$ cat config.mk
export PLATFORM = sky130hd
export DESIGN_NAME = reg_readback_serializer
export DESIGN_NICKNAME = d
export VERILOG_FILES = /design/src/rtl/reg_readback_pkg.sv /design/src/rtl/piso_shreg.sv /design/src/rtl/reg_readback_serializer.sv
export SDC_FILE = /design/constraint.sdc
export NUM_CORES = 1
export LEC_CHECK = 0
export ABC_AREA = 1
export BUFFER_PORTS_ARGS = -buffer_cell sky130_fd_sc_hd__buf_2
export CAP_MARGIN = 20
export CORE_MARGIN = 8
export CORE_UTILIZATION = 34
export CTS_BUF_LIST = sky130_fd_sc_hd__clkbuf_8
export DETAILED_ROUTE_END_ITERATION = 8
export GPL_TIMING_DRIVEN = 0
export PLACE_DENSITY = 0.63
export SYNTH_ARGS = -nofsm -noshare
export SYNTH_HDL_FRONTEND = slang
export SYNTH_SLANG_ARGS = --single-unit
$ cat constraint.sdc
create_clock -name clk -period 2.14 [get_ports clk]
set_clock_uncertainty 0.05 [all_clocks]
set_input_delay 0.214 -clock clk [delete_from_list [all_inputs] [get_ports clk]]
set_output_delay 0.214 -clock clk [all_outputs]
set_load 0.02 [all_outputs]
$ cat src/rtl/reg_readback_pkg.sv
// Shared types and sizing helpers for the capture-register readback serializer.
package reg_readback_pkg;

   typedef enum logic [1:0] {
      IDLE,
      SHIFT,
      DONE
   } state_t;

   localparam int WIDTH_DEF  = 4;
   localparam int NBANKS_DEF = 3;

   // Frame length: every bank bit plus one trailing even-parity bit.
   function automatic int frame_bits(input int width, input int nbanks);
      return width * nbanks + 1;
   endfunction

endpackage

$ cat src/rtl/piso_shreg.sv
// Parallel-in, serial-out shift register. Load wins over shift; shifts left
// with zero fill and presents the MSB as the serial bit.
module piso_shreg #(
   parameter int W = 12
) (
   input  logic         clk,
   input  logic         rst,
   input  logic         load,
   input  logic         shift,
   input  logic [W-1:0] din,
   output logic         msb
);

   logic [W-1:0] shreg;

   // Snapshot on load, otherwise advance one bit per accepted transfer.
   always_ff @(posedge clk or negedge rst) begin
      if (!rst) begin
         shreg <= '0;
      end else if (load) begin
         shreg <= din;
      end else if (shift) begin
         shreg <= {shreg[W-2:0], 1'b0};
      end
   end

   assign msb = shreg[W-1];

endmodule

$ cat src/rtl/reg_readback_serializer.sv
// Snapshots the three capture-register banks on start and streams them
// MSB-first (Q1, Q2, Q3) over a valid/ready 1-bit link, followed by an
// even-parity bit flagged with sdo_last.
//
//   state | meaning
//   ------+-----------------------------------------------------------
//   IDLE  | waiting for start; stream outputs low
//   SHIFT | presenting bit cnt; advances only when sdo_ready is high
//   DONE  | one-cycle done pulse after the parity bit was accepted
module reg_readback_serializer
   import reg_readback_pkg::*;
#(
   parameter int WIDTH  = WIDTH_DEF,
   parameter int NBANKS = NBANKS_DEF
) (
   input  logic             clk,
   input  logic             rst,
   input  logic             start,
   input  logic [WIDTH-1:0] q1_in,
   input  logic [WIDTH-1:0] q2_in,
   input  logic [WIDTH-1:0] q3_in,
   output logic             sdo,
   output logic             sdo_valid,
   input  logic             sdo_ready,
   output logic             sdo_last,
   output logic             busy,
   output logic             done
);

   localparam int FRAME_BITS = frame_bits(WIDTH, NBANKS);
   localparam int DATA_W     = WIDTH * NBANKS;
   localparam int CNT_W      = $clog2(FRAME_BITS);
   localparam logic [CNT_W-1:0] LAST_CNT = CNT_W'(FRAME_BITS - 1);

   state_t             state;
   logic [CNT_W-1:0]   cnt;
   logic               par;
   logic               data_msb;
   logic [DATA_W-1:0]  snap;
   logic               load;
   logic               xfer;
   logic               shift;

   // The port list fixes the bank order; NBANKS is expected to stay at 3.
   assign snap  = {q1_in, q2_in, q3_in};
   assign load  = (state == IDLE) && start;
   assign xfer  = (state == SHIFT) && sdo_ready;
   assign shift = xfer && !sdo_last;

   piso_shreg #(.W(DATA_W)) u_piso_shreg (
      .clk   (clk),
      .rst   (rst),
      .load  (load),
      .shift (shift),
      .din   (snap),
      .msb   (data_msb)
   );

   // Frame sequencing with registered handshake/status outputs; parity is
   // computed from the same snapshot the shift register loads.
   always_ff @(posedge clk or negedge rst) begin
      if (!rst) begin
         state     <= IDLE;
         cnt       <= '0;
         par       <= 1'b0;
         sdo_valid <= 1'b0;
         sdo_last  <= 1'b0;
         busy      <= 1'b0;
         done      <= 1'b0;
      end else begin
         case (state)
            IDLE: begin
               done <= 1'b0;
               if (start) begin
                  par       <= ^snap;
                  cnt       <= '0;
                  sdo_valid <= 1'b1;
                  sdo_last  <= 1'b0;
                  busy      <= 1'b1;
                  state     <= SHIFT;
               end
            end
            SHIFT: begin
               if (sdo_ready) begin
                  if (cnt == LAST_CNT) begin
                     sdo_valid <= 1'b0;
                     sdo_last  <= 1'b0;
                     done      <= 1'b1;
                     state     <= DONE;
                  end else begin
                     cnt      <= cnt + CNT_W'(1);
                     sdo_last <= ((cnt + CNT_W'(1)) == LAST_CNT);
                  end
               end
            end
            DONE: begin
               done  <= 1'b0;
               busy  <= 1'b0;
               state <= IDLE;
            end
            default: begin
               sdo_valid <= 1'b0;
               sdo_last  <= 1'b0;
               busy      <= 1'b0;
               done      <= 1'b0;
               state     <= IDLE;
            end
         endcase
      end
   end

   // Parity replaces the data bit on the final beat; low whenever not valid.
   assign sdo = sdo_valid & (sdo_last ? par : data_msb);

endmodule

Word-level counts from Yosys, hierarchy flattened
Index checks and enable logic that the tools add are counted.
Storage, ports and cells
  bits in registers: 23
  output and inout port bits: 5
  RAM bits: 0
  word-level logic and storage cells: 58
  bits in latches: 0
  memories: 0
  memory bits (read-only): 0
Cells by class
  divide/modulo/power cells: 0
  $lt $le $gt $ge: 0
  reductions and logical operators: 15
  mux-type cells: 23
  add/sub/neg operators: 1
  $mul: 0
  bitwise operators: 3
  shift-type cells: 0
  equality and inequality tests: 8
Operators by type and width (number)
  12-bit two-way mux: 2
  4-bit two-way mux: 3
  12-bit parity: 1
  1-bit two-way mux: 10
  4-bit == test (second input constant): 2
  4-bit case mux with 2 select lines: 1
  4-bit AND reduction: 2
  2-bit two-way mux: 3
  2-bit != test (second input constant): 3
  1-bit case mux with 3 select lines: 2
  2-bit AND reduction: 3
  3-bit AND reduction: 2
  4-bit by 1-bit adder with 4-bit output (second input constant): 1
  2-bit case mux with 2 select lines: 1
  2-bit nonzero test: 2
  1-bit logical AND: 3
  2-bit by 1-bit == test with 1-bit output (second input constant): 1
  2-bit == test (second input constant): 1
  2-bit logical NOT: 1
  2-bit by 1-bit != test with 1-bit output (second input constant): 1
  1-bit NOT: 2
  1-bit case mux with 2 select lines: 1
  1-bit bitwise AND: 1
  1-bit logical NOT: 1

Depth between registers and ports, before layout
Gate-level depths: netlist of run 1.
  depth after elaboration: 5
  mapped depth: 11
  mapped depth without buffers: 11

By module
From an unflattened synthesis of run 1, not the netlist that was laid out.
Unflattened totals
  cells, all modules: 192
  area, all modules: 1367.6 sq um
Modules (own cells, without submodules)
  reg_readback_serializer: seq. area each 275.3 sq um, cells an instance 127, instances 1, area an instance 818.3 sq um
  piso_shreg: seq. area each 300.3 sq um, cells an instance 65, instances 1, area an instance 549.3 sq um

Worst setup path before layout of run 1
No wires, ideal clock.
  path type: register to register
  start: register cnt[0]
  end: register cnt[3]
  arrival time: 1.197 ns
  slack: 0.767 ns
  cell stages (with the launch flop): 7
  path buffers: 0
  period minus slack after synthesis: 1.373 ns
  library setup time: 0.125 ns
  cell sequence: dfrtp_1 > inv_1 > ha_1 > nand3_1 > o21ai_1 > nor2_2 > mux2_4
Between the ends
  cells in the longest elaborated chain, start to end: 4
Ends and longest elaborated chain
  start, declared: RTL line reg_readback_serializer.sv:36  | logic [CNT_W-1:0] cnt;
  start signal, assigned: RTL line reg_readback_serializer.sv:91  | cnt <= cnt + CNT_W'(1);
  4-bit by 1-bit adder with 4-bit output: RTL line reg_readback_serializer.sv:91
  4-bit two-way mux: RTL line reg_readback_serializer.sv:85  | if (cnt == LAST_CNT) begin
  4-bit two-way mux: RTL line reg_readback_serializer.sv:84  | if (sdo_ready) begin
  4-bit case mux with 2 select lines: RTL line reg_readback_serializer.sv:71  | case (state)
Several ways; a longest one is shown, not always the timed one. The select of a mux whose other input is x is not followed.
A chain may end at the register's enable or synchronous reset.

Worst setup path after layout of run 1
Same ends and word-level chain as after synthesis.

==> results.md, run 1 <==
Status
* complete, no violations — status

Setup path
* reg2reg — worst setup path class
* inv_1 -> ha_1 -> nand3_1 -> o21ai_1 -> nor2_2 -> mux2_4 — chain of cells forming the critical path
* 2.24 ns — required time of the critical path
* dfrtp_1 — cell with the largest stage delay on the worst path
* cnt[0]$_DFFE_PN0P_ — R2R Path Start
* 1.63 ns — data arrival at the endpoint of the critical path
* flop — CP endpoint kind
* 4 — biggest fanout along the worst timing path
* flop — crit start category
* cnt[3]$_DFFE_PN0P_ — critical register-to-register path endpoint
* 0.38 ns — Max stage delay on crit path
* 6 — Register-to-Register Path Depth
* 0.61 ns — Register-to-Register Setup Slack

Power and ir drop
* 1100 nW/um^2 — power density over the cells
* 1.78 mW — total power consumption of the routed design
* 401 uV — Max rail drop VDD
* 0.916 nW — Static Leakage

Clocking
* yes — clock tree from TritonCTS
* 3 — cts bufs inserted
* 2 — Clock Path Buffers
* 1 — maximum level of the CTS H-tree
* 0 — Post-CTS Repair Setup Buffers
* clkbuf_8 — Root Driver
* 1 — count of hold-fix buffers inserted at cts
* 23 — CTS Sinks
* 0.26 ns — clock latency reported for the late side of the worst-skew pair
* 0 — count of instances resized after the clock tree is built
* 0.08 ns — register clock-pin slew on the reported worst setup and hold paths

GRT
* 4860 um — wire length of the first global-routing pass
* 9.25% — GRT Total Usage
* 24 — largest net degree at the start of global routing
* 0 — number of antenna violations at the first check in global routing
* 1141 — via count of the first global-routing pass
* 0 — Remaining Overflow, GRT

Hold path
* u_piso_shreg.shreg[10]$_DFFE_PN0P_ — hold path endpoint
* q1_in[2] — start point of the worst hold path
* 3 — cell depth of the worst hold path
* in2reg — type of the tightest min-delay check

Timing
* 71.4% — final period utilization
* 66.0% — relative slew slack
* 0.178 ns — hold slack final
* 1.53 ns — fin crit period
* 0 — Slew Viols, Final
* 0 ns — total negative setup slack
* 0.613 ns — post-route setup slack
* 0.655 GHz — achievable clock frequency
* 0.510 ns — slew at the pin closest to its max-slew limit
* 0 — setup-violating endpoint count in the final report
* false — setup repair after global routing missed its margin
* 0 — final-report hold violation count

Synthesis
* 40.9% — sequential cell area fraction in the yosys report
* dfrtp_1 — cell accounting for the most synthesized area
* 40.9% — area share of the leading cell type in the synthesized netlist
* 6.97 um^2 — syn avg cell area
* dfrtp_1 41%, nand2_1 18%, inv_1 7.7% — dominant cells by area after synthesis
* 0 — total number of yosys warnings
* 23 — Seq cells post-synth
* 202 — synthesized instance count
* 220 — number of nets in the synthesized netlist
* 1410 um^2 — mapped cell area
* 23 — count of unique library cells instantiated by Yosys

Detailed routing
* 2840 um — overall routed net length
* 4 — TritonRoute pass-1 iters
* 0 — Antenna Nets Post-Route
* 89 — number of DRC markers after the initial detailed-route iteration
* 4.45 — ratio of routed vias to standard cells
* 0 — DRC viols
* 10.2 um — average wire per cell in the routed design
* 1233 — total number of vias

Placement
* 0.868 — GPL Wtd Cong
* 20 — quantity of I/O buffers inserted on ports
* 2230 um — half-perimeter wire length of the detailed placement result
* 1570 um^2 — cell area reported after detailed placement
* 272 — Cells after DPL
* 0.627 ns — worst slack at placement

Floorplanning
* 21 — Top Ports
* 80.3 um — Die X
* 6450 um^2 — area of the die
* 35.2% — effective utilization at floorplan
* 80.3 um — height of the die
* 4000 um^2 — core area
* 23 — Std-Cell Rows

Final layout
* 0 — diodes inserted
* 1630 um^2 — fin area
* 246 — Final nets
* nand2_1 — most common library cell in the layout ignoring fill and taps
* 40.7% — Finished Core Util
* 277 — non-filler cells in the finished layout
* 15.6% — area delta synth->final
* 17.2% — layout cells sized above 1
* 68 x nand2_1, 29 x inv_1, 23 x dfrtp_1 — commonest non-fill, non-tap cells in the layout

Job
* 0 — max-cap viol count

-- worst max-delay path: cells and delay by family, from the launching register on --
kind,cells,cell delay (ns)
fa+ha+maj,1,0.20
simple gates,2,0.31
flops,1,0.38
buf+inv,1,0.08
compound gates,1,0.08
mux,1,0.32
-- registers in the layout (all words and copies together) (netlist names) --
| signal | flops |
|---|---|
| u_piso_shreg.shreg | 12 |
| cnt | 4 |
| state | 2 |
| busy | 1 |
| done | 1 |
| par | 1 |
| sdo_last | 1 |
| sdo_valid | 1 |
-- how the worst max path moves through the flow --
stage                             startpoint  depth (start not counted)                 end
final                     cnt[0]$_DFFE_PN0P_                          6  cnt[3]$_DFFE_PN0P_
after global routing      cnt[0]$_DFFE_PN0P_                          6  cnt[3]$_DFFE_PN0P_
after CTS                 cnt[0]$_DFFE_PN0P_                          6  cnt[3]$_DFFE_PN0P_
after detailed placement  cnt[0]$_DFFE_PN0P_                          6  cnt[3]$_DFFE_PN0P_
after global placement    cnt[0]$_DFFE_PN0P_                          6  cnt[3]$_DFFE_PN0P_
after floorplan           cnt[0]$_DFFE_PN0P_                          6  cnt[3]$_DFFE_PN0P_
-- area by class of cell --
type | count | area (um^2)
sequential | 23 | 576
buffer | 4 | 31.3
multi-input combinational | 142 | 677
timing repair buffer | 21 | 110
inverter | 33 | 124
clock inverter | 1 | 5.00
fill | 425 | 2370
tap | 50 | 62.6
clock buffer | 3 | 41.3
-- Yosys cell counts --
cell	n
nand2_1	68
clkbuf_1	1
a21oi_1	15
inv_2	4
o22ai_1	1
dfrtp_1	23
mux2_4	1
xnor2_1	4
nand3_1	6
o211ai_1	1
o21ai_0	5
nand2_4	1
buf_6	2
xor2_1	1
o21ai_1	9
nor2_2	3
inv_1	29
buf_2	1
ha_1	2
nand4_1	1
nor2_1	21
a31oi_4	1
nand2_2	2
-- where the power goes --
| part | switching [mW] | total, mW | internal (mW) |
|---|---|---|---|
| registers | 0.109 | 0.734 | 0.625 |
| logic | 0.473 | 0.786 | 0.313 |
| clock network | 0.133 | 0.262 | 0.130 |
| total | 0.715 | 1.78 | 1.07 |
-- metal layers --
| metal | share of wire, % | vias up | track usage, % |
|---|---|---|---|
| met2 | 45 | 19 | 14.0 |
| met4 | 1.9 | 0 | 4.36 |
| met3 | 3.0 | 4 | 1.56 |
| li1 | - | 669 | - |
| met5 | 0 | - | 0 |
| met1 | 50 | 541 | 12.4 |
-- cell families after synthesis --
family | synth area share, %
flip-flops | 40.9
XOR/XNOR | 3.11
buffers and inverters | 11.0
AO/OA/AOI/OAI | 12.8
adder cells (fa/ha/maj) | 1.78
multiplexers | 1.07
AND/OR/NAND/NOR | 29.3
(Power assumes the default switching activity.)
==> run 2: changes to the inputs <==
Settings changed: ABC_AREA 1 to 0, PLACE_DENSITY 0.63 to 0.66.
Clock period 2.14 ns to 1.3 ns, I/O delays scaled along.
==> run 2 against run 1 <==
  * The flow now finishes with violations (negative setup slack)
  * Sequential share of layout area fell by 0.85 points
  * Maximum frequency grew 9.3%
  * Die area down 8.9%
  * First-iteration DRC count decreased by 20%
  * Count of clock-buffer cells in the layout did not move
  * Register-to-register slack lost 0.71 ns
  * Highest routed layer unchanged
==> results.md, run 2 <==
Floorplanning
* 21 — Top Ports
* 3610 um^2 — core area
* 22 — Std-Cell Rows
* 76.7 um — height of the die
* 76.7 um — Die X
* 5880 um^2 — area of the die
* 34.7% — effective utilization at floorplan

Timing
* -0.693 ns — total negative setup slack
* true — setup repair after global routing missed its margin
* 17 — setup-violating endpoint count in the final report
* -0.0968 ns — post-route setup slack
* 66.8% — relative slew slack
* 0.716 GHz — achievable clock frequency
* 0.498 ns — slew at the pin closest to its max-slew limit
* 107% — final period utilization
* 0 — final-report hold violation count
* 0 — Slew Viols, Final
* 1.40 ns — fin crit period

Power and ir drop
* 2000 nW/um^2 — power density over the cells
* 0.743 nW — Static Leakage
* 619 uV — Max rail drop VDD

Setup path
* 3 — biggest fanout along the worst timing path
* flop — CP endpoint kind
* flop — crit start category
* cnt[3]$_DFFE_PN0P_ — critical register-to-register path endpoint
* dfrtp_1 — cell with the largest stage delay on the worst path
* reg2reg — worst setup path class
* inv_2 -> ha_4 -> and3_4 -> nand2_2 -> nand2_2 -> mux2_4 — chain of cells forming the critical path
* 1.51 ns — data arrival at the endpoint of the critical path
* -0.1 ns — Register-to-Register Setup Slack
* 1.41 ns — required time of the critical path
* cnt[0]$_DFFE_PN0P_ — R2R Path Start
* nand2_2 — Worst path most repeated cell
* 0.40 ns — Max stage delay on crit path
* 6 — Register-to-Register Path Depth

Final layout
* 12 — number of flip-flops under the largest register name
* 0 — diodes inserted
* dfrtp_1 — most common library cell in the layout ignoring fill and taps
* 333 — number of fill cells in the layout
* 22 x dfrtp_1, 19 x buf_2, 16 x nor2_1, 16 x buf_4, 13 x a21oi_1 — commonest non-fill, non-tap cells in the layout
* 209 — non-filler cells in the finished layout
* u_piso_shreg.shreg: 12 flops, cnt: 4 flops, state: 2 flops — registers with the most flip-flops
* 39.8% — layout cells sized above 1
* 180 — Final nets
* u_piso_shreg.shreg — register bank with the most flops
* 33.4% — area delta synth->final

Synthesis
* 46.0% — sequential cell area fraction in the yosys report
* dfrtp_1 — top flip-flop cell by instance count after synthesis
* 23 — Seq cells post-synth
* 1250 um^2 — mapped cell area
* 0 — total number of yosys warnings
* 0 — number of enable flip-flop cells after synthesis
* dfrtp_1 46%, mux2i_1 10%, a21oi_1 6.0% — dominant cells by area after synthesis
* simple AND/OR/NAND/NOR gates — main combinational cell family by area after synthesis
* 12.1% — post-synthesis compound-gate area fraction
* 23 x dfrtp_1, 16 x nor2_1, 15 x a21oi_1 — leading cell types by count after synthesis
* 10.3 um^2 — syn avg cell area
* 100% — share of flip-flops with an asynchronous set or reset after synthesis
* 33 — count of unique library cells instantiated by Yosys
* dfrtp_1 — cell accounting for the most synthesized area
* dfrtp_1 — dominant cell by count in the synthesized netlist
* 9.39% — XOR/XNOR Fraction of Synth Area
* 122 — synthesized instance count
* 2.00% — fraction of the mapped netlist area in adder cells
* 15.4% — area share of and/or/nand/nor cells after synthesis
* 46.0% — area share of the leading cell type in the synthesized netlist
* 140 — number of nets in the synthesized netlist
* 11.3% — mux share of post-synthesis cell area

Detailed routing
* 1013 — total number of vias
* 13.1 um — average wire per cell in the routed design
* 0 — DRC viols
* 0 — Antenna Nets Post-Route
* 2740 um — overall routed net length
* 71 — number of DRC markers after the initial detailed-route iteration
* 4.85 — ratio of routed vias to standard cells
* 4 — TritonRoute pass-1 iters

Hold path
* 3 — cell depth of the worst hold path
* u_piso_shreg.shreg[0]$_DFFE_PN0P_ — hold path endpoint
* in2reg — type of the tightest min-delay check
* q3_in[0] — start point of the worst hold path

GRT
* 4800 um — wire length of the first global-routing pass
* 17.5% — routing usage on met2
* 1061 — via count of the first global-routing pass
* 1.17% — met3 Use GR
* 0 — number of antenna violations at the first check in global routing
* 0 — Remaining Overflow, GRT
* 10.6% — global-route met1 utilization
* 24 — largest net degree at the start of global routing
* met2 — global routing's busiest layer
* 9.71% — GRT Total Usage

Clocking
* 1 — maximum level of the CTS H-tree
* 23 — CTS Sinks
* 0.08 ns — register clock-pin slew on the reported worst setup and hold paths
* 2 — Clock Path Buffers
* clkbuf_8 — Root Driver
* yes — clock tree from TritonCTS
* 3 — cts bufs inserted
* 0.27 ns — clock latency reported for the late side of the worst-skew pair

Status
* negative setup slack — failing checks
* complete, but fails checks — status

Placement
* -0.182 ns — worst slack at placement
* 0.776 — GPL Wtd Cong
* 20 — quantity of I/O buffers inserted on ports
* 190 — Cells after DPL
* 1930 um — half-perimeter wire length of the detailed placement result

Job
* 0 — max-cap viol count

run 2: changes by cell type after synthesis, moves of 3 or more:
cell     change
nor2_2       -3
nand3_1      -3
inv_1       -24
o21ai_1      -9
nand2_1     -61
inv_2        -4
o21ai_0      -4
mux2i_1     +13
nor2_1       -5
xnor2_1      +3
run 2: metal layers:
layer / routed length (um) / vias up
met2: 1470 / 8
met1: 1180 / 505
met4: 63 / 0
met3: 28 / 5
met5: 0 / -
li1: - / 495
run 2: logic make-up after synthesis:
logic type,Yosys count
XOR/XNOR,11
AND/OR/NAND/NOR,37
buffers and inverters,10
adder cells (fa/ha/maj),2
multiplexers,14
flip-flops,23
AO/OA/AOI/OAI,25
run 2: what timing repair did:
item,in CTS,in global routing
endpoints found under the hold margin,23,0
gates resized for setup,11,11
pin swaps,6,11
setup endpoints to repair,15,21
setup buffers,9,5
hold buffers,1,0
run 2: metrics by stage:
stage	cell area [um^2]	power [mW]	hold slack, ns	util, %
after floorplan	1270	2.20	-0.216	-
after detailed placement	1430	2.54	0.0863	39.8
after CTS	1600	3.22	0.0623	44.4
after global routing	1670	3.61	0.0770	46.3
final	1670	3.34	0.0717	46.3
after global placement	1430	2.46	0.0736	39.8
run 2: worst max-delay path: cells and delay by family, from the launching register on:
kind,cells,cell delay (ns)
flops,1,0.40
simple gates,3,0.33
mux,1,0.29
fa+ha+maj,1,0.14
buf+inv,1,0.08
run 2: area by class of cell:
class | count | area (um^2) | share of cell area [%]
Inverter | 5 | 18.8 | 1.12
Timing Repair Buffer | 35 | 221 | 13.3
Sequential cell | 23 | 577 | 34.5
Buffer | 5 | 52.6 | 3.15
Tap cell | 48 | 60.1 | 3.60
Clock buffer | 3 | 41.3 | 2.47
Clock inverter | 1 | 5.00 | 0.300
Multi-Input combinational cell | 89 | 694 | 41.6
run 2: how the worst max path moves through the flow:
stage	from	end	slack, ns
final	cnt[0]$_DFFE_PN0P_	cnt[3]$_DFFE_PN0P_	-0.1
after global placement	cnt[0]$_DFFE_PN0P_	cnt[3]$_DFFE_PN0P_	-0.15
after CTS	cnt[1]$_DFFE_PN0P_	cnt[3]$_DFFE_PN0P_	-0.08
after global routing	cnt[0]$_DFFE_PN0P_	cnt[3]$_DFFE_PN0P_	-0.15
after floorplan	cnt[1]$_DFFE_PN0P_	cnt[3]$_DFFE_PN0P_	-0.1
after detailed placement	cnt[0]$_DFFE_PN0P_	cnt[3]$_DFFE_PN0P_	-0.18
run 2: report_power, final:
group	internal, mW	switching [mW]
logic	0.857	0.842
registers	0.999	0.195
clock network	0.214	0.234
total	2.07	1.27
==> run 3: changes to the inputs <==
Settings changed: TNS_END_PERCENT from default to 50.
==> run 3 against run 2 <==
  * The flow still finishes with violations (negative setup slack)
  * Via count increased by 4.8%
  * Routed wire length is 10% higher
  * Sequential share of layout area fell by 1.5 points
  * Count of clock-buffer cells in the layout stayed put
  * Core utilization increased by 2.0 points
  * Global-route usage about the same
  * Worst setup slack better by 0.020 ns
  * Critical endpoint is now u_piso_shreg.shreg[5]$_DFFE_PN0P_
==> results.md, run 3 (synthesized netlist as in run 2, its figures left out) <==
Status
* complete, but fails checks — status
* negative setup slack — failing checks

Detailed routing
* 3020 um — overall routed net length
* 4 — TritonRoute pass-1 iters
* 44 — number of DRC markers after the initial detailed-route iteration
* 14.2 um — average wire per cell in the routed design
* 1062 — total number of vias
* 56 um — detailed-routed wire length on met3
* 0 — DRC viols
* 1230 um — detailed-route wire length on metal 1
* 1670 um — wire length on met2
* 0 — Antenna Nets Post-Route
* met4 — DR top layer
* 5.01 — ratio of routed vias to standard cells

Setup path
* flop — crit start category
* 1.40 ns — required time of the critical path
* 7 — biggest fanout along the worst timing path
* 5 — Register-to-Register Path Depth
* nand2b_4 -> nor2_8 -> buf_8 -> mux2i_2 -> a21oi_2 — chain of cells forming the critical path
* u_piso_shreg.shreg[5]$_DFFE_PN0P_ — critical register-to-register path endpoint
* -0.08 ns — Register-to-Register Setup Slack
* 1.48 ns — data arrival at the endpoint of the critical path
* flop — CP endpoint kind
* dfrtp_1 — cell with the largest stage delay on the worst path
* 0.41 ns — Max stage delay on crit path
* state[0]$_DFFE_PN0P_ — R2R Path Start
* reg2reg — worst setup path class

Hold path
* q3_in[0] — start point of the worst hold path
* 3 — cell depth of the worst hold path
* in2reg — type of the tightest min-delay check
* u_piso_shreg.shreg[0]$_DFFE_PN0P_ — hold path endpoint

Job
* 0 — max-cap viol count

Final layout
* 0 — diodes inserted
* 183 — Final nets
* u_piso_shreg.shreg: 12 flops, cnt: 4 flops, state: 2 flops — registers with the most flip-flops
* dfrtp_1 — most common library cell in the layout ignoring fill and taps
* u_piso_shreg.shreg — register bank with the most flops
* 1740 um^2 — fin area
* 330 — number of fill cells in the layout
* 22 x dfrtp_1, 19 x buf_2, 16 x buf_4 — commonest non-fill, non-tap cells in the layout
* 46.3% — layout cells sized above 1
* 12 — number of flip-flops under the largest register name
* 39.3% — area delta synth->final

GRT
* 1074 — via count of the first global-routing pass
* 24 — largest net degree at the start of global routing
* 4800 um — wire length of the first global-routing pass
* 0 — number of antenna violations at the first check in global routing
* 9.73% — GRT Total Usage
* 0 — Remaining Overflow, GRT

Clocking
* clkbuf_8 — Root Driver
* 23 — CTS Sinks
* 3 — cts bufs inserted
* 0.08 ns — register clock-pin slew on the reported worst setup and hold paths
* yes — clock tree from TritonCTS
* 1 — maximum level of the CTS H-tree
* 2 — Clock Path Buffers
* 0.26 ns — clock latency reported for the late side of the worst-skew pair

Power and ir drop
* 2.19 mW — cell internal pwr
* 2050 nW/um^2 — power density over the cells
* 34.2% — part of the total power dissipated in sequential elements
* 0.758 nW — Static Leakage
* 53.4% — relative contribution of combinational cells to total power
* 12.4% — clock power share
* 590 uV — Max rail drop VDD
* 38.7% — net switching fraction of the power
* 1.38 mW — Switching Power

Floorplanning
* 5880 um^2 — area of the die
* 3610 um^2 — core area
* 21 — Top Ports
* 76.7 um — height of the die
* 76.7 um — Die X
* 22 — Std-Cell Rows
* 34.7% — effective utilization at floorplan

Placement
* 20 — quantity of I/O buffers inserted on ports
* 1970 um — half-perimeter wire length of the detailed placement result
* 1430 um^2 — cell area reported after detailed placement
* -0.177 ns — worst slack at placement
* 0.780 — GPL Wtd Cong

Timing
* 0 — Slew Viols, Final
* 1.38 ns — fin crit period
* 65.3% — relative slew slack
* 0 — final-report hold violation count
* 106% — final period utilization
* true — setup repair after global routing missed its margin
* -0.0768 ns — post-route setup slack
* 0.520 ns — slew at the pin closest to its max-slew limit
* 0.726 GHz — achievable clock frequency
* -0.487 ns — total negative setup slack
* 16 — setup-violating endpoint count in the final report

==> run 3: power by group through the flow <==
stage / clock, mW / sequential [mW] / combinational (mW)
after floorplan: 0 / 1.21 / 0.982
after global placement: 0 / 1.19 / 1.26
after detailed placement: 0 / 1.22 / 1.32
after CTS: 0.460 / 1.19 / 1.58
after global routing: 0.477 / 1.25 / 2.08
final: 0.443 / 1.22 / 1.91
==> run 3: area by class of cell <==
cell class,count,area [um^2],area share [%]
multi-input combinational,89,734,42.1
tap,48,60.1,3.44
buffer,5,56.3,3.23
timing repair buffer,38,251,14.4
clock buffer,3,41.3,2.37
clock inverter,1,5.00,0.287
inverter,5,18.8,1.08
sequential,23,577,33.1
==> run 3: critical path: cells and delay by family, from the launching register on <==
family	cells	cell delay, ns
DFF	1	0.41
muxes	1	0.25
buffers and inverters	1	0.16
AOI/OAI and AO/OA	1	0.08
and+or+nand+nor	2	0.33
==> run 3: how the worst max path moves through the flow <==
stage | startpoint | end | slack [ns] | depth (start not counted)
2_1_floorplan | cnt[1]$_DFFE_PN0P_ | cnt[3]$_DFFE_PN0P_ | -0.1 | 6
3_3_place_gp | cnt[0]$_DFFE_PN0P_ | cnt[3]$_DFFE_PN0P_ | -0.15 | 6
3_5_place_dp | cnt[0]$_DFFE_PN0P_ | cnt[3]$_DFFE_PN0P_ | -0.18 | 6
4_1_cts | cnt[1]$_DFFE_PN0P_ | cnt[3]$_DFFE_PN0P_ | -0.07 | 6
5_1_grt | state[0]$_DFFE_PN0P_ | u_piso_shreg.shreg[5]$_DFFE_PN0P_ | -0.15 | 5
6_report | state[0]$_DFFE_PN0P_ | u_piso_shreg.shreg[5]$_DFFE_PN0P_ | -0.08 | 5
==> run 3: repair_timing <==
action,CTS,global route
gates resized for setup,12,24
endpoints found under the setup margin,16,21
cloned,0,1
pin swaps,7,10
setup buffers,10,6
hold endpoints to repair,23,0
hold buffers,1,0
==> run 3: routing by layer <==
layer | GRT usage (%) | vias to the layer above
li1 | - | 505
met1 | 10.2 | 537
met2 | 18.2 | 15
met3 | 1.28 | 5
met4 | 5.19 | 0
met5 | 0 | -
==> run 3: metrics by stage <==
step	instances	hold WS, ns	utilization (%)	total power [mW]
3_5_place_dp	190	0.0859	39.8	2.53
5_1_grt	212	0.0874	48.4	3.81
6_report	212	0.0777	48.4	3.57
2_1_floorplan	122	-0.216	-	2.19
3_3_place_gp	190	0.0730	39.8	2.45
4_1_cts	205	0.0716	44.6	3.23
